<file path="config.mk">
export PLATFORM = sky130hd
export DESIGN_NAME = boxin_dac_tx
export DESIGN_NICKNAME = d
export VERILOG_FILES = /design/src/rtl/boxin_dac_tx.sv
export SDC_FILE = /design/constraint.sdc
export NUM_CORES = 1
export LEC_CHECK = 0
export CORE_ASPECT_RATIO = 1.4
export CORE_MARGIN = 2
export CORE_UTILIZATION = 60
export CTS_BUF_LIST = sky130_fd_sc_hd__clkbuf_8
export CTS_CLUSTER_SIZE = 20
export DETAILED_ROUTE_END_ITERATION = 10
export PLACE_DENSITY = 0.87
export REMOVE_ABC_BUFFERS = 1
export SYNTH_ARGS = -nofsm -noshare
export SYNTH_HDL_FRONTEND = slang
export SYNTH_SLANG_ARGS = --single-unit
</file>
<file path="constraint.sdc">
create_clock -name clk -period 2.58 [get_ports clk]
set_input_delay 0.774 -clock clk [delete_from_list [all_inputs] [get_ports clk]]
set_output_delay 0.774 -clock clk [all_outputs]
set_load 0.05 [all_outputs]
</file>
<file path="src/rtl/boxin_dac_tx.sv">
// boxin_dac_tx: serial transmitter feeding a TLC5615-class 10-bit DAC.
// Shifts one boxin sample MSB-first per qidong strobe over CS_n/SCLK/DIN.
//
// Ports:
//   clk, rst_n     system clock, async active-low reset
//   boxin          sample, captured on an accepted start
//   qidong         start strobe, honoured only while idle
//   mang           busy flag
//   wancheng       one-cycle frame-done pulse
//   dac_cs_n       DAC chip select (active low)
//   dac_sclk       DAC serial clock (idle low)
//   dac_din        DAC serial data
module boxin_dac_tx #(
    parameter int DATA_W     = 10,
    parameter int PAD_BITS   = 2,
    parameter int CLK_DIV    = 4,
    parameter int GAP_HALVES = 2
) (
    input  logic              clk,
    input  logic              rst_n,
    input  logic [DATA_W-1:0] boxin,
    input  logic              qidong,
    output logic              mang,
    output logic              wancheng,
    output logic              dac_cs_n,
    output logic              dac_sclk,
    output logic              dac_din
);

    localparam int NB       = DATA_W + PAD_BITS;
    localparam int GAP_CLKS = GAP_HALVES * CLK_DIV;
    localparam int DMAX     = (GAP_CLKS > CLK_DIV) ? GAP_CLKS : CLK_DIV;
    localparam int DW       = $clog2(DMAX) + 1;
    localparam int BW       = $clog2(NB + 1);

    // The IDLE cycle carrying wancheng is the last CS_n-high gap clock,
    // so the GAP state itself only lasts GAP_CLKS-1 clocks. With a
    // one-clock gap the GAP state is skipped entirely.
    localparam bit             HAS_GAP  = (GAP_CLKS > 1);
    localparam logic [DW-1:0]  HALF_END = DW'(CLK_DIV - 1);
    localparam logic [DW-1:0]  GAP_END  = DW'(HAS_GAP ? GAP_CLKS - 2 : 0);
    localparam logic [BW-1:0]  NB_C     = BW'(NB);

    typedef enum logic [2:0] {
        IDLE,
        SETUP,
        SHIFT_HI,
        SHIFT_LO,
        GAP
    } state_e;

    state_e          st_q, st_d;
    logic [DW-1:0]   div_q, div_d;
    logic [BW-1:0]   bit_q, bit_d;
    logic [NB-1:0]   sh_q, sh_d;
    logic            mang_q, mang_d;
    logic            wan_q, wan_d;
    logic            cs_q, cs_d;
    logic            sclk_q, sclk_d;
    logic            din_q, din_d;
    logic            active;

    always_comb begin
        st_d  = st_q;
        div_d = div_q + 1'b1;
        bit_d = bit_q;
        sh_d  = sh_q;
        wan_d = 1'b0;
        unique case (st_q)
            IDLE: begin
                div_d = '0;
                bit_d = '0;
                if (qidong) begin
                    sh_d = NB'(boxin) << PAD_BITS;
                    st_d = SETUP;
                end
            end
            SETUP: begin
                if (div_q == HALF_END) begin
                    div_d = '0;
                    st_d  = SHIFT_HI;
                end
            end
            SHIFT_HI: begin
                // Shift happens on the edge entering SHIFT_LO so DIN
                // changes half a period away from the SCLK rise.
                if (div_q == HALF_END) begin
                    div_d = '0;
                    bit_d = bit_q + 1'b1;
                    sh_d  = sh_q << 1;
                    st_d  = SHIFT_LO;
                end
            end
            SHIFT_LO: begin
                if (div_q == HALF_END) begin
                    div_d = '0;
                    if (bit_q < NB_C) begin
                        st_d = SHIFT_HI;
                    end else if (HAS_GAP) begin
                        st_d = GAP;
                    end else begin
                        st_d  = IDLE;
                        wan_d = 1'b1;
                    end
                end
            end
            GAP: begin
                if (div_q == GAP_END) begin
                    div_d = '0;
                    st_d  = IDLE;
                    wan_d = 1'b1;
                end
            end
            default: begin
                st_d = IDLE;
            end
        endcase
    end

    // Outputs are decoded from next state so they register in step
    // with the FSM. After the last shift sh_d is all zero, so DIN
    // drops to 0 without extra logic.
    always_comb begin
        active = (st_d == SETUP) || (st_d == SHIFT_HI) || (st_d == SHIFT_LO);
        cs_d   = !active;
        sclk_d = (st_d == SHIFT_HI);
        din_d  = active && sh_d[NB-1];
        mang_d = (st_d != IDLE);
    end

    always_ff @(posedge clk or negedge rst_n) begin
        if (!rst_n) begin
            st_q   <= IDLE;
            div_q  <= '0;
            bit_q  <= '0;
            sh_q   <= '0;
            mang_q <= 1'b0;
            wan_q  <= 1'b0;
            cs_q   <= 1'b1;
            sclk_q <= 1'b0;
            din_q  <= 1'b0;
        end else begin
            st_q   <= st_d;
            div_q  <= div_d;
            bit_q  <= bit_d;
            sh_q   <= sh_d;
            mang_q <= mang_d;
            wan_q  <= wan_d;
            cs_q   <= cs_d;
            sclk_q <= sclk_d;
            din_q  <= din_d;
        end
    end

    assign mang     = mang_q;
    assign wancheng = wan_q;
    assign dac_cs_n = cs_q;
    assign dac_sclk = sclk_q;
    assign dac_din  = din_q;

endmodule
</file>
# Word-level counts from Yosys, hierarchy flattened
# Index checks and enable logic that the tools add are counted.
# W data, S select, Z words.
op_classes:
  add_sub_neg: 2
  n_lt_le_gt_ge: 1
  eq_ne: 11
  n_mux: 17
  reduce_logical: 10
op_table:
  columns: ["cell", "n"]
  rows:
  - ["$mux W12", 2]
  - ["$pmux W12 S2", 1]
  - ["$mux W3", 6]
  - ["$pmux W3 S5", 1]
  - ["$eq A3 B2 Y1 const B", 4]
  - ["$mux W4", 3]
  - ["$pmux W4 S3", 1]
  - ["$add A4 B1 Y4 const B", 2]
  - ["$pmux W4 S2", 1]
  - ["$eq A3 B1 Y1 const B", 2]
  - ["$eq A4 B2 Y1 const B", 1]
  - ["$eq A4 B3 Y1 const B", 1]
  - ["$lt A4 B4 Y1 const B", 1]
  - ["$ne A2 B2 Y1 const B", 2]
  - ["$eq A3 B3 Y1 const B", 1]
  - ["$logic_not A3 Y1", 1]
  - ["$reduce_and A3 Y1", 1]
  - ["$reduce_bool A3 Y1", 1]
  - ["$reduce_or A3 Y1", 1]
  - ["$logic_or A1 B1 Y1", 2]
  - ["$mux W1", 2]
  - ["$reduce_and A2 Y1", 1]
  - ["$reduce_bool A2 Y1", 1]
  - ["$logic_and A1 B1 Y1", 1]
  - ["$logic_not A1 Y1", 1]
totals:
  regBits: 28
  inputBits: 13
  output_inout_bits: 5
  wordCells: 51

# Longest topological paths before layout
logic_depth:
  word_depth: 8
  mapped_depth: 5
  mapped_depth_nobuf: 5

# Worst setup path after synthesis
# No wires, ideal clock.
synth_timing:
  path_kind: "reg2reg"
  from: "register div_q[0]"
  to: "register bit_q[3]"
  setup_time_ns: 0.078
  arrival_time_ns: 1.665
  required_ns: 2.502
  slack_ns: 0.837
  stages_incl_launch_ff: 5
  n_path_buf: 0
  synth_period_minus_slack_ns: 1.743
  path_cell_list: "dfrtp_1 -> ha_1 -> or4b_4 -> or4_1 -> a21oi_1"
synth_via:
  elab_chain_len: 3
synth_lines:
  columns: ["element", "line_no", "text"]
  rows:
  - ["from (decl)", "53", "logic [DW-1:0] div_q, div_d;"]
  - ["from (signal assigned)", "144", "div_q <= div_d;"]
  - ["$eq A4 B2 Y1", "87", "if (div_q == HALF_END) begin"]
  - ["$ne A2 B2 Y1 (no line)", null, null]
  - ["$reduce_and A2 Y1 (no line)", null, null]
  - ["to (signal assigned)", "145", "bit_q <= bit_d;"]
  - ["to (decl)", "54", "logic [BW-1:0] bit_q, bit_d;"]
# No other way between the ends.
# A chain may end at the register's enable or synchronous reset.

# Final worst setup path
layout_timing:
  from: "register cs_q (netlist: dac_cs_n)"
  to: "output port dac_cs_n"
layout_lines:
  columns: ["element", "line_no", "text"]
  rows:
  - ["from (decl)", "58", "logic cs_q, cs_d;"]
  - ["from (signal assigned)", "149", "cs_q <= cs_d;"]
  - ["to (decl)", "25", "output logic dac_cs_n,"]
# No word-level cell between the ends.

==> results.md <==
| Quantity | Value |
| --- | --- |
| Status | finished, final reports clean |
| Final setup vio count | 0 |
| Min-Delay Path Class | reg2reg |
| Die outline area | 0.00252 sq mm |
| ANT nets after route | 0 |
| Total clock sinks | 27 |
| Post-route minimum period | 2.35 ns |
| Worst clock skew | 0.00424 ns |
| DRT Wirelength | 2.32 mm |
| Unrepaired setup endpoints after global routing | no |
| Number of violations of the max-capacitance limit | 0 |
| Areal power density over the cells | 982 mW/mm^2 |
| DR pass1 iterations | 4 |
| Starting Density | 64.0% |
| Final non-filler cell total | 150 |
| Number of rows created at floorplan | 19 |
| CTS tree | done |
| Yosys cell types | 35 |
| Number of synthesized register bits | 27 |
| Leakage power total | 0.664 nW |
| Max-slew violations | 0 |
| Fin Setup TNS | 0 ns |
| Class of the most critical setup path | reg2out |
| Global-route wire length before repair | 4.00 mm |
| Portion of the post-synthesis area used by sequential elements | 52.9% |
| Hold Buf Count CTS | 0 |
| Initial antenna violation count | 0 |
| Final weighted congestion in routability-driven placement | 0.844 |
| Fill cells | 136 |
| Number of hold violations in the final report | 0 |
| Peak Freq | 0.425 GHz |
| Chain of cells forming the critical path | clkdlybuf4s50_1 |
| Final period utilization | 91.1% |
| Data arrival time of the worst path | 1.58 ns |
| DR DRC count | 0 |
| Number of buffers inserted by post-CTS setup repair | 0 |
| Floorplan core area | 0.00200 sq mm |
| Number of nets in the final layout | 146 |
| Area added between synthesis and finish | 18.1% |
| Fraction of registers with async set/reset | 100% |
| Global Route Usage Sum | 20.8% |
| Largest fanout of any net on the critical path | 1 |
| Synthesis Warnings | 0 |
| Cell count after placement | 146 |
| DR vias | 916 |
| CP top delay family | buffers and inverters |
| Post-synth top flop | sky130_fd_sc_hd__dfrtp_1 |
| Cts repair resizes | 0 |
| Slowest cell on the critical path | sky130_fd_sc_hd__clkdlybuf4s50_1 |
| Number of antenna cells inserted | 0 |
| Cell area after technology mapping | 0.00128 sq mm |
| Crit path buffers/inverters | 1 |
| Die Span X | 43.0 um |
| Largest net degree at the start of global routing | 17 |
| Area of combinational cells with multiple inputs | 554 sq um |
| Port-buffer cells | 17 |
| Die height | 58.6 um |
| Via density per instance | 6.11 |
| Vias in the first global route | 929 |
| Share of layout cells above drive strength 1 | 10.1% |
| Worst slew slack as a fraction of its limit | 54.4% |
| Maximum ir drop on the vdd rail | 0.000724 V |
| DP Wirelength | 1.73 mm |
| IO Count | 18 |
| EDFF count, synth | 0 |
| Drt initial violations | 15 |
| Least-Margin Pin Slew | 0.684 ns |
| Capturing element type of the critical path | output port |
| Longest individual stage delay on the worst path | 0.79 ns |
| Post-synthesis area per instance | 11.4 sq um |
| Drt wl/cell | 15.5 um |
| Required arrival time at the worst endpoint | 1.81 ns |
| Reg area | 677 sq um |
| Clock slew at the register clock pins of the worst setup and hold paths | 0.09 ns |
| CTS root buffer | sky130_fd_sc_hd__clkbuf_8 |
| H-tree Lvls | 1 |
| Later-pin clock latency in the skew report | 0.27 ns |
| Type of origin of the critical path | flop |
| Overflow left after global routing | 0 |
| Maximum clock insertion buffer count | 2 |
| Final design utilization | 75.6% |
| Post-synthesis instance total | 112 |
| Cts bufs inserted | 3 |
final timing paths:
check	depth (start not counted)	from	endpoint	slack [ns]
min reg2reg	1	div_q[0]	div_q[0]	0.49
min	1	div_q[0]	div_q[0]	0.49
min in group asynchronous	1	rst_n	sh_q[10]	0.85
max in group asynchronous	2	rst_n	sh_q[2]	1.13
max reg2reg	4	div_q[0]	sh_q[8]	0.62
max	1	dac_cs_n	dac_cs_n	0.23
layout make-up:
class	count	area share [%]
flip-flops and latches	27	44.8
multi-input cells	75	36.7
repair buffers	20	12.8
clock buffers	3	2.73
well taps	21	1.74
inverters	3	0.746
clock inverters	1	0.497
layer usage:
| metal | vias up | share of wire, % | wire length (um) | global-route usage [%] |
|---|---|---|---|---|
| met5 | - | 0 | 0 | 0 |
| met4 | 0 | 0.90 | 21 | 6.93 |
| met3 | 2 | 3.7 | 86 | 2.45 |
| met2 | 25 | 52 | 1210 | 37.2 |
| met1 | 447 | 43 | 1000 | 25.9 |
| li1 | 442 | - | - | - |
report_power, final:
group          leakage [nW]  internal [mW]  total [mW]  switching (mW)
clock                0.0217          0.110       0.244           0.134
sequential            0.336          0.569       0.709           0.140
combinational         0.306          0.260       0.531           0.271
registers in the layout (all words and copies together) (netlist names):
signal / flops
wancheng: 1
bit_q: 4
dac_cs_n: 1
dac_sclk: 1
st_q: 3
div_q: 4
sh_q: 11
dac_din: 1
mang: 1
layout by cell type (no fill, tap or decap), types with 2 or more instances in the layout:
| master | count |
|---|---|
| sky130_fd_sc_hd__a211o_1 | 3 |
| sky130_fd_sc_hd__a221o_1 | 9 |
| sky130_fd_sc_hd__buf_4 | 3 |
| sky130_fd_sc_hd__mux2i_1 | 2 |
| sky130_fd_sc_hd__a211oi_1 | 2 |
| sky130_fd_sc_hd__a21oi_1 | 4 |
| sky130_fd_sc_hd__ha_1 | 3 |
| sky130_fd_sc_hd__inv_1 | 3 |
| sky130_fd_sc_hd__o31ai_1 | 2 |
| sky130_fd_sc_hd__dfrtp_1 | 26 |
| sky130_fd_sc_hd__nor2b_1 | 2 |
| sky130_fd_sc_hd__nand2_1 | 4 |
| sky130_fd_sc_hd__clkbuf_8 | 3 |
| sky130_fd_sc_hd__nor3_1 | 2 |
| sky130_fd_sc_hd__nand3_1 | 6 |
| sky130_fd_sc_hd__clkdlybuf4s50_1 | 17 |
| sky130_fd_sc_hd__nand2b_1 | 2 |
| sky130_fd_sc_hd__nor2_1 | 8 |
| sky130_fd_sc_hd__and2_1 | 11 |
synth_stat cells (2+ instances only):
| cell | count | area (sq um) |
|---|---|---|
| sky130_fd_sc_hd__nand3_1 | 6 | 30.0 |
| sky130_fd_sc_hd__a221o_1 | 9 | 90.1 |
| sky130_fd_sc_hd__buf_2 | 2 | 10.0 |
| sky130_fd_sc_hd__nand2_1 | 4 | 15.0 |
| sky130_fd_sc_hd__a21oi_1 | 4 | 20.0 |
| sky130_fd_sc_hd__a211o_1 | 3 | 26.3 |
| sky130_fd_sc_hd__nor2_1 | 8 | 30.0 |
| sky130_fd_sc_hd__nor3_1 | 2 | 10.0 |
| sky130_fd_sc_hd__dfrtp_1 | 26 | 651 |
| sky130_fd_sc_hd__a211oi_1 | 2 | 15.0 |
| sky130_fd_sc_hd__o31ai_1 | 2 | 15.0 |
| sky130_fd_sc_hd__clkbuf_1 | 4 | 15.0 |
| sky130_fd_sc_hd__mux2i_1 | 2 | 20.0 |
| sky130_fd_sc_hd__and2_1 | 11 | 68.8 |
| sky130_fd_sc_hd__nand2b_1 | 2 | 12.5 |
| sky130_fd_sc_hd__nor2b_1 | 2 | 12.5 |
| sky130_fd_sc_hd__inv_1 | 3 | 11.3 |
| sky130_fd_sc_hd__ha_1 | 3 | 37.5 |
through the flow:
stage	hold slack, ns	total power, mW	cell area (sq um)	worst slack [ns]
floorplan	0.454	1.07	1240	0.278
global placement	0.469	1.21	1460	0.288
detailed placement	0.481	1.24	1460	0.155
CTS	0.494	1.49	1510	0.220
global route	0.528	1.57	1510	0.192
finish	0.494	1.48	1510	0.229
logic make-up after synthesis:
| family | after synthesis | share of synthesized area (%) |
|---|---|---|
| buffers and inverters | 10 | 3.72 |
| multiplexers | 3 | 2.45 |
| adder cells (fa/ha/maj) | 3 | 2.94 |
| AO/OA/AOI/OAI | 23 | 15.1 |
| flip-flops | 27 | 52.9 |
| AND/OR/NAND/NOR | 44 | 21.5 |
| XOR/XNOR | 2 | 1.37 |
Power figures use the tool's default switching activity.
